--- src/rtl/lsu_rmw.sv ---
// Load/store unit for a word-wide data memory with byte and half stores done
// as read-modify-write. Handles RV32I sizes with sign/zero extension and request checks.
module lsu_rmw #(
  parameter int unsigned WORD_AW = 16
) (
  input  logic               clk,
  input  logic               rst,
  input  logic               req_valid,
  input  logic               req_we,
  input  logic [2:0]         req_funct3,
  input  logic [31:0]        req_addr,
  input  logic [31:0]        req_wdata,
  output logic               busy,
  output logic               done,
  output logic               err,
  output logic [31:0]        rdata,
  output logic               mem_we,
  output logic [WORD_AW-1:0] mem_addr,
  output logic [31:0]        mem_wd,
  input  logic [31:0]        mem_rd
);

  localparam int unsigned DW      = 32;
  localparam int unsigned HI_BITS = WORD_AW + 2;

  typedef enum logic [2:0] {
    IDLE   = 3'd0,
    LOAD   = 3'd1,
    RMW_RD = 3'd2,
    STORE  = 3'd3,
    DONE   = 3'd4,
    ERR    = 3'd5
  } state_t;

  state_t        state, state_d;
  logic [2:0]    f3_q;
  logic [1:0]    off_q;
  logic [DW-1:0] wdata_q;

  logic          req_bad_c;
  logic [DW-1:0] load_ext_c;
  logic [DW-1:0] merge_c;
  logic [7:0]    sel_b_c;
  logic [15:0]   sel_h_c;

  // Request legality: size code, alignment and address range.
  always_comb begin
    req_bad_c = 1'b0;
    unique case (req_funct3)
      3'b000:         req_bad_c = 1'b0;
      3'b001:         req_bad_c = req_addr[0];
      3'b010:         req_bad_c = (req_addr[1:0] != 2'b00);
      3'b100:         req_bad_c = req_we;
      3'b101:         req_bad_c = req_we | req_addr[0];
      default:        req_bad_c = 1'b1;
    endcase
    if ((req_addr >> HI_BITS) != '0) req_bad_c = 1'b1;
  end

  // Lane extraction for loads and lane merge for sub-word stores.
  always_comb begin
    sel_b_c = mem_rd[{off_q, 3'b000} +: 8];
    sel_h_c = mem_rd[{off_q[1], 4'b0000} +: 16];
    unique case (f3_q[1:0])
      2'b00:   load_ext_c = f3_q[2] ? {24'b0, sel_b_c} : {{24{sel_b_c[7]}}, sel_b_c};
      2'b01:   load_ext_c = f3_q[2] ? {16'b0, sel_h_c} : {{16{sel_h_c[15]}}, sel_h_c};
      default: load_ext_c = mem_rd;
    endcase
    merge_c = mem_rd;
    if (f3_q[1:0] == 2'b00) merge_c[{off_q, 3'b000} +: 8] = wdata_q[7:0];
    else                    merge_c[{off_q[1], 4'b0000} +: 16] = wdata_q[15:0];
  end

  always_comb begin
    state_d = state;
    unique case (state)
      IDLE: begin
        if (req_valid) begin
          if (req_bad_c)                 state_d = ERR;
          else if (!req_we)              state_d = LOAD;
          else if (req_funct3 == 3'b010) state_d = STORE;
          else                           state_d = RMW_RD;
        end
      end
      LOAD:    state_d = DONE;
      RMW_RD:  state_d = STORE;
      STORE:   state_d = DONE;
      DONE:    state_d = IDLE;
      ERR:     state_d = IDLE;
      default: state_d = IDLE;
    endcase
  end

  // Outputs are registered from the next state so they line up with it.
  always_ff @(posedge clk or posedge rst) begin
    if (rst) begin
      state    <= IDLE;
      busy     <= 1'b0;
      done     <= 1'b0;
      err      <= 1'b0;
      mem_we   <= 1'b0;
      mem_addr <= '0;
      mem_wd   <= '0;
      rdata    <= '0;
      f3_q     <= '0;
      off_q    <= '0;
      wdata_q  <= '0;
    end else begin
      state  <= state_d;
      busy   <= (state_d != IDLE);
      done   <= (state_d == DONE) || (state_d == ERR);
      err    <= (state_d == ERR);
      mem_we <= (state_d == STORE);
      if (state == IDLE && req_valid) begin
        f3_q     <= req_funct3;
        off_q    <= req_addr[1:0];
        wdata_q  <= req_wdata;
        mem_addr <= req_addr[WORD_AW+1:2];
        if (state_d == STORE) mem_wd <= req_wdata;
      end
      if (state == RMW_RD) mem_wd <= merge_c;
      if (state == LOAD)   rdata  <= load_ext_c;
    end
  end

endmodule

--- config.mk ---
export PLATFORM = sky130hd
export DESIGN_NAME = lsu_rmw
export DESIGN_NICKNAME = d
export VERILOG_FILES = /design/src/rtl/lsu_rmw.sv
export SDC_FILE = /design/constraint.sdc
export NUM_CORES = 1
export LEC_CHECK = 0
export BUFFER_PORTS_ARGS = -buffer_cell sky130_fd_sc_hd__buf_2
export CORE_MARGIN = 1
export CORE_UTILIZATION = 40
export DETAILED_ROUTE_END_ITERATION = 6
export PLACE_DENSITY = 0.7
export RECOVER_POWER = 50
export SLEW_MARGIN = 20
export SYNTH_ARGS = -nofsm -noshare
export SYNTH_HDL_FRONTEND = slang
export SYNTH_SLANG_ARGS = --single-unit
export TNS_END_PERCENT = 1
--- constraint.sdc ---
create_clock -name clk -period 3.8 [get_ports clk]
set_input_delay 0 -clock clk [delete_from_list [all_inputs] [get_ports clk]]
set_output_delay 0 -clock clk [all_outputs]
set_load 0.01 [all_outputs]
==> results.sh <==
export IMPL_vias=5860
export IMPL_rsz0062_at_grt="no"
export IMPL_dieWidth_um=120.6
export IMPL_initial_core_util=0.4167
export IMPL_antenna_found_initial=0
export IMPL_place_ws_ns=1.375
export IMPL_dp_hpwl_mm=13.41
export IMPL_n_fill_cell=1290
export IMPL_cts_sinks=108
export IMPL_nNetsFinal=972
export IMPL_path_clk_slew_ns=0.08
export IMPL_wirelength_mm=19.38
export IMPL_ioPinCount=187
export IMPL_fin_ws_ns=1.383
export IMPL_final_max_slew_viol_count=84
export IMPL_hold_viol=0
export IMPL_routed_via_density=5.608
export IMPL_ys_types=50
export IMPL_clock_latency_ns=0.35
export IMPL_grt_max_degree=84
export IMPL_detail_route_wl_per_cell_um=18.55
export IMPL_drive_above_1_share=0.1577
export IMPL_ys_async_sr_fraction=1.000
export IMPL_critical_path_required_ns=4.06
export IMPL_syn_inst=636
export IMPL_crit_type="reg -> reg"
export IMPL_synth_area_um2=5628
export IMPL_first_pass_iters=5
export IMPL_yosysSeqAreaShare=0.4802
export IMPL_core_area_um2=13510
export IMPL_drc=0
export IMPL_globalplace_congestion=0.8988
export IMPL_syn_avg_cell_area_um2=8.849
export IMPL_power_density_nw_per_um2=634.5
export IMPL_grt_pass1_wl_mm=30.22
export IMPL_cts_tree="built"
export IMPL_p_leak_nw=3.375
export IMPL_cap_violations=1
export IMPL_die_area_um2=14550
export IMPL_syn_to_final_growth_pct=34.68
export IMPL_grtUsageTotal=0.2727
export IMPL_ys_seq_elements=108
export IMPL_finalSetupTns_ns=0
export IMPL_clock_path_buffers=2
export IMPL_grt_pass1_vias=5430
export IMPL_worst_slew_pin_slew_ns=1.768
export IMPL_synthFlopType="dfrtp_1"
export IMPL_port_buffers=186
export IMPL_violations="capacitance limit, slew limit"
export IMPL_relSlewSlack=-0.1789
export IMPL_hp_class="in -> reg"
export IMPL_period_minus_slack_ns=2.417
export IMPL_ys_warn_count=0
export IMPL_synth_edf_count=0
export IMPL_antennaDiodeCount=0
export IMPL_cts_htree_levels=3
export IMPL_die_h_um=120.6
export IMPL_synth_area_leaders="dfrtp_1 48%, nand2_1 8.9%, o21ai_0 5.1%"
export IMPL_startpoint_type="flip-flop"
export IMPL_peakVddDrop_mv=0.3228
export IMPL_final_setup_viol_count=0
export IMPL_num_rows=42
export IMPL_drt_iter0_drc=630
export IMPL_post_route_period_util=0.6360
export IMPL_cts_setup_buffers=0
export IMPL_cts_root_buf="clkbuf_16"
export IMPL_crit_path_end_kind="flip-flop"
export IMPL_crit_arrival_ns=2.68
export IMPL_netlist_area_leader_share=0.4802
export IMPL_cp_max_fo=32
export IMPL_synthesis_nets=744
export IMPL_power_total_mw=4.809
export IMPL_overflow=0
export IMPL_status="complete, but fails checks"
export IMPL_finalClockSkew_ns=0.007053
export IMPL_max_freq_mhz=413.8
export IMPL_detail_route_antenna_nets=0
export IMPL_synth_area_leader_cell="dfrtp_1"
export IMPL_cts_buffers=9
[what timing repair did]
action | 4_1_cts | 5_1_grt
setup endpoints to repair | 0 | 0
hold endpoints to repair | 169 | 0
resized for setup | 0 | 0
hold buffers | 71 | 0
[cells in the mapped netlist, drive strengths merged, types with 8 or more instances]
library cell	instances
a31oi	32
a21oi	22
buf	8
nand2	134
o221ai	17
o311ai	8
nor2	16
mux2i	22
a221oi	16
nand3	48
clkbuf	43
o21ai	60
o211ai	9
inv	29
dfrtp	108
[cell usage in the layout, fill, tap and decap left out, types with 16 or more instances in the layout]
cell type,count
inv_1,28
dfrtp_1,108
nor2_1,16
buf_2,101
a21oi_1,22
dlygate4sd3_1,71
o221ai_1,17
mux2i_1,22
nand2_1,133
a31oi_1,32
clkbuf_1,85
nand3_1,48
a221oi_1,16
o21ai_0,57
[through the flow]
step / cell area, um^2 / util / hold slack, ns / cells
after floorplan: 5628 / - / 0.1054 / 636
after global placement: 6650 / 0.4924 / 0.1883 / 957
after detailed placement: 6650 / 0.4924 / 0.1937 / 957
after CTS: 7669 / 0.5678 / 0.0006541 / 1044
after global routing: 7580 / 0.5612 / 0.02423 / 1045
final: 7580 / 0.5612 / 0.006042 / 1045
[metal layers]
metal	wire length, um	GRT usage	vias to the layer above
met3	1487	0.04717	28
met1	8783	0.3923	2779
met5	0	0	-
met4	516	0.09414	0
met2	8595	0.4127	295
li1	-	-	2758
[path summary, 6_finish.rpt]
check | startpoint | endpoint | slack [ns] | depth (start not counted)
hold / removal | mem_rd[3] | rdata[3]$_DFFE_PP0N_ | 0.006 | 3
max in group asynchronous | rst | mem_wd[28]$_DFFE_PP0P_ | 1.99 | 4
setup / recovery | f3_q[1]$_DFFE_PP0P_ | mem_wd[2]$_DFFE_PP0P_ | 1.38 | 4
min in group asynchronous | rst | mem_addr[0]$_DFFE_PP0P_ | 0.68 | 3
hold reg to reg | mem_addr[8]$_DFFE_PP0P_ | mem_addr[8]$_DFFE_PP0P_ | 0.48 | 2
setup reg to reg | f3_q[1]$_DFFE_PP0P_ | mem_wd[2]$_DFFE_PP0P_ | 1.38 | 4
[power by group]
group | switching [mW] | internal [mW]
logic | 1.24 | 0.728
registers | 0.336 | 1.52
clock network | 0.449 | 0.535
total | 2.03 | 2.78
[worst max-delay path, stage by stage, from the launching register on]
cell and delay [ns]:
dfrtp_1 0.74, or2_2 0.63, o21ai_1 0.55, a221oi_1 0.20, a31oi_1 0.19
[final cells by class]
type                    count  area [um^2]  share of cell area
flip-flops and latches    108         2703              0.3566
clock buffers              10        239.0             0.03153
inverters                  30        116.4             0.01535
clock inverters             6        68.82            0.009079
well taps                 176        220.2             0.02905
multi-input cells         447         2611              0.3445
repair buffers            268         1622              0.2139
[cells by family (layout without fill, tap and decap cells)]
logic type	after synthesis	in the layout	share of synthesized area
buf+inv	81	314	0.05713
mux	24	24	0.04513
fa+ha+maj	5	5	0.01112
simple gates	225	225	0.1785
flops	108	108	0.4802
compound gates	193	193	0.2279
[registers in the layout, summed over array words and instances (netlist names)]
register / cells
done: 1
err: 1
wdata_q: 16
state: 3
busy: 1
mem_addr: 16
mem_wd: 32
off_q: 2
f3_q: 3
rdata: 32
mem_we: 1
No activity file was read; power rests on OpenSTA's default activity.
